<file path="src/rtl/macro_arbiter_rr_onehot_if.sv">
// Request/grant bundle between requesters, the round-robin arbiter and the grant consumer.
// master: arbiter side; slave: requester/consumer side.
interface macro_arbiter_rr_onehot_if #(
    parameter int unsigned SEL_WIDTH = 2
);
    localparam int unsigned N = 1 << SEL_WIDTH;

    logic [N-1:0] req;
    logic [N-1:0] grant_onehot;
    logic         grant_valid;
    logic         grant_ready;

    modport master (
        input  req,
        input  grant_ready,
        output grant_onehot,
        output grant_valid
    );

    modport slave (
        output req,
        output grant_ready,
        input  grant_onehot,
        input  grant_valid
    );
endinterface

</file>
<file path="src/rtl/macro_arbiter_rr_onehot.sv">
// Registered round-robin arbiter producing a one-hot grant with valid/ready handshake.
// Define MACRO_ARBITER_RR_FIXED_PRIORITY_EN for fixed priority (index 0 highest).
module macro_arbiter_rr_onehot #(
    parameter int unsigned SEL_WIDTH = 2
) (
    input  logic                        clk,
    input  logic                        reset,
    macro_arbiter_rr_onehot_if.master   bus
);
    localparam int unsigned N = 1 << SEL_WIDTH;
    localparam logic [N-1:0] ONE = N'(1);

    typedef enum logic {
        IDLE  = 1'b0,
        GRANT = 1'b1
    } state_t;

    state_t       state;
    state_t       state_next;
    logic [N-1:0] grant;
    logic [N-1:0] grant_next;
    logic [N-1:0] ptr;
    logic [N-1:0] ptr_next;
    logic [N-1:0] ptr_rot;
    logic [N-1:0] win_idle;
    logic [N-1:0] win_hs;

    // Lowest set request at or above the one-hot pointer, else lowest set request overall.
    function automatic logic [N-1:0] pick(input logic [N-1:0] r, input logic [N-1:0] p);
        logic [N-1:0] masked;
        logic [N-1:0] src;
        masked = r & ~(p - ONE);
        src    = (masked != '0) ? masked : r;
        return src & (~src + ONE);
    endfunction

`ifdef MACRO_ARBITER_RR_FIXED_PRIORITY_EN
    always_comb ptr_rot = ONE;
`else
    always_comb ptr_rot = {grant[N-2:0], grant[N-1]};
`endif

    always_comb begin
        win_idle = pick(bus.req, ptr);
        win_hs   = pick(bus.req, ptr_rot);
    end

    // State register
    always_ff @(posedge clk or posedge reset) begin
        if (reset) begin
            state <= IDLE;
            grant <= '0;
            ptr   <= ONE;
        end else begin
            state <= state_next;
            grant <= grant_next;
            ptr   <= ptr_next;
        end
    end

    // Next-state logic; ptr moves only on an accepted grant
    always_comb begin
        state_next = state;
        grant_next = grant;
        ptr_next   = ptr;
        case (state)
            IDLE: begin
                if (bus.req != '0) begin
                    grant_next = win_idle;
                    state_next = GRANT;
                end
            end
            GRANT: begin
                if (bus.grant_ready) begin
                    ptr_next   = ptr_rot;
                    grant_next = win_hs;
                    state_next = (win_hs != '0) ? GRANT : IDLE;
                end
            end
            default: begin
                state_next = IDLE;
                grant_next = '0;
            end
        endcase
    end

    // Outputs
    always_comb begin
        bus.grant_valid  = (state == GRANT);
        bus.grant_onehot = grant;
    end
endmodule
</file>
<file path="src/flat_wrapper.sv">
// flat-port wrapper written by rule: the top's interface ports become plain ports
module macro_arbiter_rr_onehot_flat 
#(
    parameter int unsigned SEL_WIDTH = 2
)
  (clk, reset, bus_req, bus_grant_ready, bus_grant_onehot, bus_grant_valid);
  macro_arbiter_rr_onehot_if #(.SEL_WIDTH(SEL_WIDTH)) bus_i ();
  input  logic clk;
  input  logic reset;
  input wire logic [$bits(bus_i.req)-1:0] bus_req;
  input wire logic [$bits(bus_i.grant_ready)-1:0] bus_grant_ready;
  output wire logic [$bits(bus_i.grant_onehot)-1:0] bus_grant_onehot;
  output wire logic [$bits(bus_i.grant_valid)-1:0] bus_grant_valid;
  assign bus_i.req = bus_req;
  assign bus_i.grant_ready = bus_grant_ready;
  assign bus_grant_onehot = bus_i.grant_onehot;
  assign bus_grant_valid = bus_i.grant_valid;
  macro_arbiter_rr_onehot #(.SEL_WIDTH(SEL_WIDTH)) u_core (.clk(clk), .reset(reset), .bus(bus_i));
endmodule
</file>
<file path="config.mk">
export PLATFORM = sky130hd
export DESIGN_NAME = macro_arbiter_rr_onehot_flat
export DESIGN_NICKNAME = d
export VERILOG_FILES = /design/src/rtl/macro_arbiter_rr_onehot_if.sv /design/src/rtl/macro_arbiter_rr_onehot.sv /design/src/flat_wrapper.sv
export SDC_FILE = /design/constraint.sdc
export NUM_CORES = 1
export LEC_CHECK = 0
export ABC_AREA = 1
export CAP_MARGIN = 20
export CORE_UTILIZATION = 25
export CTS_BUF_LIST = sky130_fd_sc_hd__clkbuf_4
export DETAILED_ROUTE_END_ITERATION = 8
export MAX_ROUTING_LAYER = met4
export SYNTH_ARGS = -nofsm -noshare
export SYNTH_HDL_FRONTEND = slang
export SYNTH_SLANG_ARGS = --single-unit
</file>
<file path="constraint.sdc">
create_clock -name clk -period 4.2 [get_ports clk]
set_input_delay 0.84 -clock clk [delete_from_list [all_inputs] [get_ports clk]]
set_output_delay 0.84 -clock clk [all_outputs]
set_load 0.02 [all_outputs]
</file>
# == Word level (Yosys, flattened, before mapping) ==
# Index checks and enable logic that the tools add are counted.
# classes
addsub,4
n_mul,0
div_mod_pow,0
order_cmp,0
eq_ne,2
shift,0
mux,9
bitwise_logic,9
reduce_logical,6
# ops
cell,n
4-bit bitwise AND,4
4-bit two-way mux,4
4-bit NOT,4
4-bit nonzero test,4
"4-bit by 1-bit adder with 4-bit output, second input constant",2
4-bit case mux with 2 select lines,1
"4-bit by 1-bit subtractor with 4-bit output, second input constant",2
2-bit AND reduction,2
1-bit two-way mux,3
"2-bit by 1-bit inequality test with 1-bit output, second input constant",1
"2-bit inequality test, second input constant",1
1-bit case mux with 2 select lines,1
1-bit NOT,1
# word_totals
ff_bits,9
latch_bits,0
ramBits,0
romBits,0
in_bits,7
output_inout_bits,5
wordCells,33
memories,0

# == Longest topological paths before layout ==
# Gate-level depths: netlist of the first run.
# depth
ltp_word,12
ltp_mapped,14
depth_no_buf,14

# == Worst setup path after synthesis of the first run ==
# No wires, ideal clock.
# synth_timing
path_type,register -> register
startpoint,"register u_core.grant[3], in the netlist u_core.bus.grant_onehot[3]"
endpoint,"register u_core.grant[2], in the netlist u_core.bus.grant_onehot[2]"
setup_time_ps,117
t_arrival_ps,1556
required_ps,4083
setup_slack_ps,2528
stages_incl_launch_ff,15
path_buffers,0
path_cell_list,dfrtp_1 > inv_1 > ha_1 > nand2_1 > nand2_1 > inv_1 > nand2_1 > inv_2 > nand3_1 > nand2_2 > inv_2 > nand3_1 > nand2_1 > nand2_1 > nand2_1
# synth_via
elab_chain_cells,10
# synth_lines
item,line,source
from (decl),macro_arbiter_rr_onehot.sv:20,logic [N-1:0] grant;
from (signal assigned),macro_arbiter_rr_onehot.sv:56,grant <= grant_next;
4-bit by 1-bit subtractor with 4-bit output *,macro_arbiter_rr_onehot.sv:32,masked = r & ~(p - ONE);
4-bit NOT *,macro_arbiter_rr_onehot.sv:32,
4-bit bitwise AND *,macro_arbiter_rr_onehot.sv:32,
4-bit nonzero test,macro_arbiter_rr_onehot.sv:33,src = (masked != '0) ? masked : r;
4-bit two-way mux *,macro_arbiter_rr_onehot.sv:33,
4-bit NOT,macro_arbiter_rr_onehot.sv:34,return src & (~src + ONE);
4-bit by 1-bit adder with 4-bit output,macro_arbiter_rr_onehot.sv:34,
4-bit bitwise AND *,macro_arbiter_rr_onehot.sv:34,
4-bit two-way mux *,macro_arbiter_rr_onehot.sv:74,if (bus.grant_ready) begin
4-bit case mux with 2 select lines *,macro_arbiter_rr_onehot.sv:66,case (state)
# Every way passes the cells marked *; elsewhere a longest branch is shown, timed or not. The select of a mux whose other input is x is not followed.
# A chain may end at the register's enable or synchronous reset.

# == Worst setup path in the final report of the first run ==
# layout_timing
startpoint,"register u_core.state, in the netlist u_core.bus.grant_valid"
endpoint,output port bus_grant_valid
# layout_lines
item,line,source
from (decl),macro_arbiter_rr_onehot.sv:18,state_t state;
from (signal assigned),macro_arbiter_rr_onehot.sv:55,state <= state_next;
to (decl),flat_wrapper.sv:13,output wire logic [$bits(bus_i.grant_valid)-1:0] bus_grant_valid;
# No word-level cell between the ends.

==> summary.md, run 1 <==
| Metric | Value |
|---|---|
| Maximum vdd ir drop | 373 µV |
| First-pass GRT wire length | 2.93 mm |
| Layout cells sized above 1 | 14.3% |
| Worst-skew pair later-pin latency | 250 ps |
| Slew headroom | 77.0% |
| Grt total ovfl | 0 |
| Die H | 54.9 µm |
| Fin cells | 156 |
| Vias per cell | 4.74 |
| WP buf/inv | 1 |
| Post-layout min period | 2180 ps |
| Post-route clock skew | 1.19 ps |
| Total power | 0.591 mW |
| Setup violators final | 0 |
| Largest net degree at the start of global routing | 10 |
| Number of synthesized flops with an enable pin | 0 |
| WP data arrival | 1340 ps |
| FF+latch count, synth | 9 |
| Post-placement cell count | 152 |
| GPL Wtd Cong | 0.921 |
| Setup ws final | 2020 ps |
| Async SR Flop Fraction | 100% |
| Site row count | 18 |
| Clock Sinks | 9 |
| Sequential share of the synthesized area | 32.3% |
| Worst-path cell chain | clkdlybuf4s50_1 |
| Critical path capture point type | output pin |
| Overall routing resource usage | 14.5% |
| # hold bufs at CTS | 0 |
| Top delay family on crit path | buffers and inverters |
| Synth top area share | 28.6% |
| Post-DR wirelength/cell | 10.6 µm |
| Most common cell in the netlist | nand2_1 |
| PortBufs | 11 |
| Max incr delay on CP | 640 ps |
| Hold WC Path Type | flip-flop to flip-flop |
| Gate Count Post-Synth | 111 |
| Post-route ant nets | 0 |
| Final hold viol count | 0 |
| Max Freq | 0.458 GHz |
| # nets final | 136 |
| N_diodes | 0 |
| Worst path required time | 3360 ps |
| Slowest-stage cell, CP | clkdlybuf4s50_1 |
| Fin Hold WS | 511 ps |
| Ys flop type | dfrtp_1 |
| H-tree Lvls | 1 |
| CTS clk-pin slew, worst paths | 50 ps |
| Final WL | 1.66 mm |
| Die area | 3020 µm² |
| RSZ-0062 raised after global routing | false |
| Die width | 54.9 µm |
| I/O pin count | 12 |
| Initial DRT Pass Iterations | 6 |
| Unique cell type count in the Yosys netlist | 16 |
| Fin crit share | 52.0% |
| PwrDens | 673 nW/µm² |
| Max-cap viol count | 0 |
| Initial Util | 27.3% |
| Inserted Clock Buffers | 3 |
| Clk root buf | clkbuf_4 |
| Postcts setup bufs | 0 |
| Worst-Margin Slew | 345 ps |
| Synth area leaders | dfrtp_1 29%, nand2_1 21%, nand3_1 9.3%, inv_1 8.6%, dfstp_2 3.8% |
| Pre-CTS setup slack | 1840 ps |
| Slew Viols, Final | 0 |
| PostCTS Resize Cnt | 0 |
| Setup_tns | 0 ps |
| Clock Tree Buf Depth | 2 |
| Syn nets | 120 |
| Startpoint types | flip-flop |
| Initial antenna violation count | 0 |
| Core Area | 2570 µm² |
| Initial drt markers | 12 |
| Post-synthesis cell area | 701 µm² |
| Kind of critical path | flip-flop to output pin |
| Status | completed |
| Reg2Reg Setup Slack | 2380 ps |
| CP max FO | 5 |
| Residual DRC | 0 |
| Commonest cells in the netlist | 39 x nand2_1, 16 x inv_1, 13 x nand3_1 |
| Leak Pwr | 0.462 nW |
| Vias in the first global route | 680 |
| TritonCTS clock tree | done |
| Post-DP HPWL | 1.39 mm |
| Vias post-DR | 740 |
| Syn Area/Cell | 6.31 µm² |
| Synth area leader | dfrtp_1 |
| Yosys warns | 0 |
| Area grow syn2layout | 25.4% |
-- placed cells by master (no fill, tap or decap) --
cell type / synthesis / final
nand2_1: 39 / 39
inv_1: 16 / 16
nand3_1: 13 / 13
clkdlybuf4s50_1: 0 / 11
dfrtp_1: 8 / 8
nor2_1: 7 / 7
inv_2: 5 / 5
o21ai_0: 5 / 5
a21oi_1: 4 / 4
clkbuf_4: 0 / 4
nand2_2: 3 / 3
nand3_2: 2 / 2
nor2_2: 2 / 2
o21a_1: 2 / 2
ha_1: 2 / 2
o21ai_4: 1 / 1
o21ai_1: 1 / 1
dfstp_2: 1 / 1
-- where the power goes --
part | leakage [nW] | internal [mW] | switching, mW | total (mW)
Combinational | 0.335 | 0.144 | 0.221 | 0.365
Sequential | 0.109 | 0.121 | 0.0353 | 0.156
Clock | 0.0184 | 0.0429 | 0.0274 | 0.0702
-- routing by layer --
layer	vias up	GRT usage (%)	wire, µm
met1	345	17.6	783
li1	374	-	-
met3	0	4.92	81
met4	0	2.50	0
met5	-	-	0
met2	21	23.5	792
-- state kept, by name, summed over array words and instances (netlist names) --
register                 flops
u_core.bus.grant_onehot      4
u_core.bus.grant_valid       1
u_core.ptr                   4
-- cell type report --
type                            instances  area (µm²)
Fill cell                             301        1690
Sequential cell                         9         226
Multi-Input combinational cell         81         395
Tap cell                               30        37.5
Inverter                               21        78.8
Clock buffer                            4        30.0
Timing Repair Buffer                   11         110
-- kinds of logic (layout without fill, tap and decap cells) --
| kind of cell | after synthesis | in the layout | synth area share (%) |
|---|---|---|---|
| simple gates | 66 | 66 | 41.3 |
| buf+inv | 21 | 36 | 11.3 |
| compound gates | 13 | 13 | 11.6 |
| flops | 9 | 9 | 32.3 |
| fa+ha+maj | 2 | 2 | 3.57 |
-- through the flow --
stage / util, % / instance area, µm²
finish: 34.2 / 878
global route: 34.2 / 878
CTS: 34.2 / 878
detailed placement: 33.0 / 848
global placement: 33.0 / 848
floorplan: - / 701
-- path summary, 6_finish.rpt --
check	from	endpoint	depth (start not counted)
worst max-delay path	u_core.bus.grant_valid$_DFF_PP0_	bus_grant_valid	1
worst min-delay path	u_core.ptr[3]$_DFFE_PP0P_	u_core.ptr[3]$_DFFE_PP0P_	2
worst max register to register	u_core.ptr[0]$_DFFE_PP1P_	u_core.bus.grant_onehot[3]$_DFFE_PP0P_	14
worst min register to register	u_core.ptr[3]$_DFFE_PP0P_	u_core.ptr[3]$_DFFE_PP0P_	2
max in group asynchronous	reset	u_core.ptr[0]$_DFFE_PP1P_	2
min in group asynchronous	reset	u_core.bus.grant_onehot[1]$_DFFE_PP0P_	2
Power figures use the tool's default switching activity.
==> run 2: changes to the inputs <==
clock period = 1.85 ns   (was 4.2 ns; I/O delays follow)
==> run 2 against run 1 <==
Against the previous run: die area did not move; final area rose by 6.3%; setup slack got worse by 1900 ps; cell count rose by 2.6%; core utilization rose by 2.1 points; combinational power rose to 2.5 times the previous value; wire length rose by 1.1%; first-iteration DRC count rose by 67%; register-to-register slack got worse by 2200 ps; clock skew rose by 1.6 ps; clock power rose by 130%; non-clock buffer count rose by 4; critical endpoint unchanged; highest routed layer is now met4.
==> summary.md, run 2 (synthesized netlist as in run 1, its figures left out) <==
| Metric | Value |
|---|---|
| Kind of critical path | flip-flop to output pin |
| Routing usage on met2 | 19.5% (-4.0 points) |
| Net switching power | 0.670 mW (+140%) |
| PortBufs | 11 (unchanged) |
| Clock Sinks | 9 (unchanged) |
| WP buf/inv | 1 (unchanged) |
| Fin cells | 160 (+2.6%) |
| Postcts setup bufs | 0 (unchanged) |
| Fin Hold WS | 377 ps (-134 ps) |
| PwrDens | 1520 nW/µm² (+130%) |
| Overall routing resource usage | 12.8% (-1.7 points) |
| Most common cell after layout, fill and taps aside | nand2_1 |
| Worst-Margin Slew | 333 ps (-11.6 ps) |
| Worst-skew pair later-pin latency | 260 ps (about the same) |
| TritonCTS clock tree | done |
| Slowest-stage cell, CP | clkdlybuf4s50_1 |
| Worst path required time | 1480 ps (-1880 ps) |
| Maximum vdd ir drop | 925 µV (+150%) |
| First-pass GRT wire length | 2.61 mm (-11%) |
| RSZ-0062 raised after global routing | false |
| Grt total ovfl | 0 (unchanged) |
| Slew headroom | 77.8% (+0.77 points) |
| CP startpoint | u_core.bus.grant_valid$_DFF_PP0_ |
| Max-cap viol count | 0 (unchanged) |
| Post-layout min period | 1730 ps |
| Final WL | 1.68 mm (+1.1%) |
| Layout cells sized above 1 | 20.8% (+6.5 points) |
| Final core occ | 36.4% (+2.1 points) |
| Largest net degree at the start of global routing | 10 (unchanged) |
| Worst reg2reg path endpoint | u_core.bus.grant_onehot[2]$_DFFE_PP0P_ |
| Clock share of power | 11.2% (-0.7 points) |
| Commonest cells after routing, fill and taps aside | 36 x nand2_1, 16 x inv_1, 12 x nand3_1, 11 x clkdlybuf4s50_1, 8 x dfrtp_1 |
| Initial Util | 27.3% (unchanged) |
| H-tree Lvls | 1 (unchanged) |
| Flop pwr share | 23.9% (-2.6 points) |
| Max incr delay on CP | 650 ps (about the same) |
| Vias per cell | 4.59 (-3.2%) |
| Clock Tree Buf Depth | 2 (unchanged) |
| WP data arrival | 1360 ps (+20 ps) |
| Slew Viols, Final | 0 (unchanged) |
| Setup violators final | 0 (unchanged) |
| Comb pwr share | 64.9% (+3.2 points) |
| I/O pin count | 12 (unchanged) |
| N_diodes | 0 (unchanged) |
| Die area | 3020 µm² (unchanged) |
| Startpoint types | flip-flop |
| CTS clk-pin slew, worst paths | 60 ps (about the same) |
| Fin crit share | 93.6% |
| GPL Wtd Cong | 0.871 (-5.5%) |
| FF-to-FF Start | u_core.ptr[0]$_DFFE_PP1P_ |
| Post-DR wirelength/cell | 10.5 µm (-1.4%) |
| Grt peak-use layer | met2 |
| Reg2Reg Setup Slack | 150 ps (-2230 ps) |
| Critical path capture point type | output pin |
| Initial antenna violation count | 0 (unchanged) |
| Residual DRC | 0 (unchanged) |
| Setup_tns | 0 ps (unchanged) |
| Crit path to | bus_grant_valid |
| Site row count | 18 (unchanged) |
| Post-route clock skew | 2.78 ps (+1.59 ps) |
| Net Sw Frac | 47.2% (-0.75 points) |
| Hold WC Path Type | input port to async pin |
| Post-DP HPWL | 1.32 mm (-5.2%) |
| Top delay family on crit path | buffers and inverters |
| Vias post-DR | 735 (-0.68%) |
| Core Area | 2570 µm² (unchanged) |
| R2R cell count | 14 (unchanged) |
| Area grow syn2layout | 33.2% |
| Worst-path cell chain | clkdlybuf4s50_1 |
| Initial drt markers | 20 (+8) |
| Vias in the first global route | 596 (-12%) |
| Inserted Clock Buffers | 3 (unchanged) |
| Post-route ant nets | 0 (unchanged) |
| # nets final | 140 (+2.9%) |
| CP max FO | 5 (unchanged) |
| Filler cells | 294 (-2.3%) |
| Post-placement cell count | 156 (+2.6%) |
| Die width | 54.9 µm (unchanged) |
| Leak Pwr | 0.486 nW (+5.0%) |
| GR Util met3 | 4.92% (unchanged) |
| Clk root buf | clkbuf_4 |
| Final hold viol count | 0 (unchanged) |
| Met1 Use GR | 16.6% (-0.92 points) |
| Pint | 0.750 mW (+140%) |
| Instance count on the critical path | 1 (unchanged) |
| Die H | 54.9 µm (unchanged) |
| Max Freq | 0.578 GHz |
| Initial DRT Pass Iterations | 4 (-2) |
| Status | completed |
-- run 2: stage by stage --
stage | setup WS [ps] | total power, mW | cell area, µm²
detailed placement | 10.8 | 1.22 | 878
finish | 119 | 1.42 | 933
floorplan | 178 | 0.960 | 701
global route | 6.73 | 1.57 | 933
global placement | 18.4 | 1.21 | 878
CTS | 98.6 | 1.38 | 908
-- run 2: layout make-up --
class / instances / area, µm² / area share (%)
multi-input combinational: 81 / 420 / 45.0
sequential: 9 / 226 / 24.3
timing repair buffer: 15 / 140 / 15.0
inverter: 21 / 78.8 / 8.45
tap: 30 / 37.5 / 4.02
clock buffer: 4 / 30.0 / 3.22
-- run 2: worst min-delay path by stage --
stage	end	cells after the start	slack, ps
global route	u_core.bus.grant_valid$_DFF_PP0_	2	390
finish	u_core.bus.grant_valid$_DFF_PP0_	2	380
detailed placement	u_core.ptr[3]$_DFFE_PP0P_	2	530
floorplan	u_core.bus.grant_onehot[0]$_DFFE_PP0P_	1	200
global placement	u_core.ptr[3]$_DFFE_PP0P_	2	510
CTS	u_core.bus.grant_valid$_DFF_PP0_	2	390
-- run 2: power groups by stage --
stage               Combinational (mW)  Clock [mW]  Sequential, mW
finish                           0.921       0.159           0.340
global route                      1.04       0.181           0.348
CTS                              0.880       0.165           0.340
detailed placement               0.873           0           0.342
global placement                 0.866           0           0.340
floorplan                        0.575           0           0.385
-- run 2: metal layers --
layer | routed length (µm) | share of wire (%)
met4 | 10 | 0.60
met5 | 0 | 0
met2 | 744 | 44
met3 | 76 | 4.5
met1 | 843 | 50
-- run 2: worst register-to-register path, stage by stage (launching register included) --
cell and delay [ps]:
dfstp_2 520, inv_1 80, ha_4 270, nand2_2 50
nand2_1 70, inv_1 40, nand2_2 70, inv_2 50
nand3_1 80, nand2_2 70, nor2_2 120, nand2_1 70
nand2_1 60, nand2_1 50, nand2_1 60
-- run 2: timing repair --
action	in CTS	in global routing
hold buffers	0	0
resized for setup	0	5
endpoints found under the setup margin	0	2
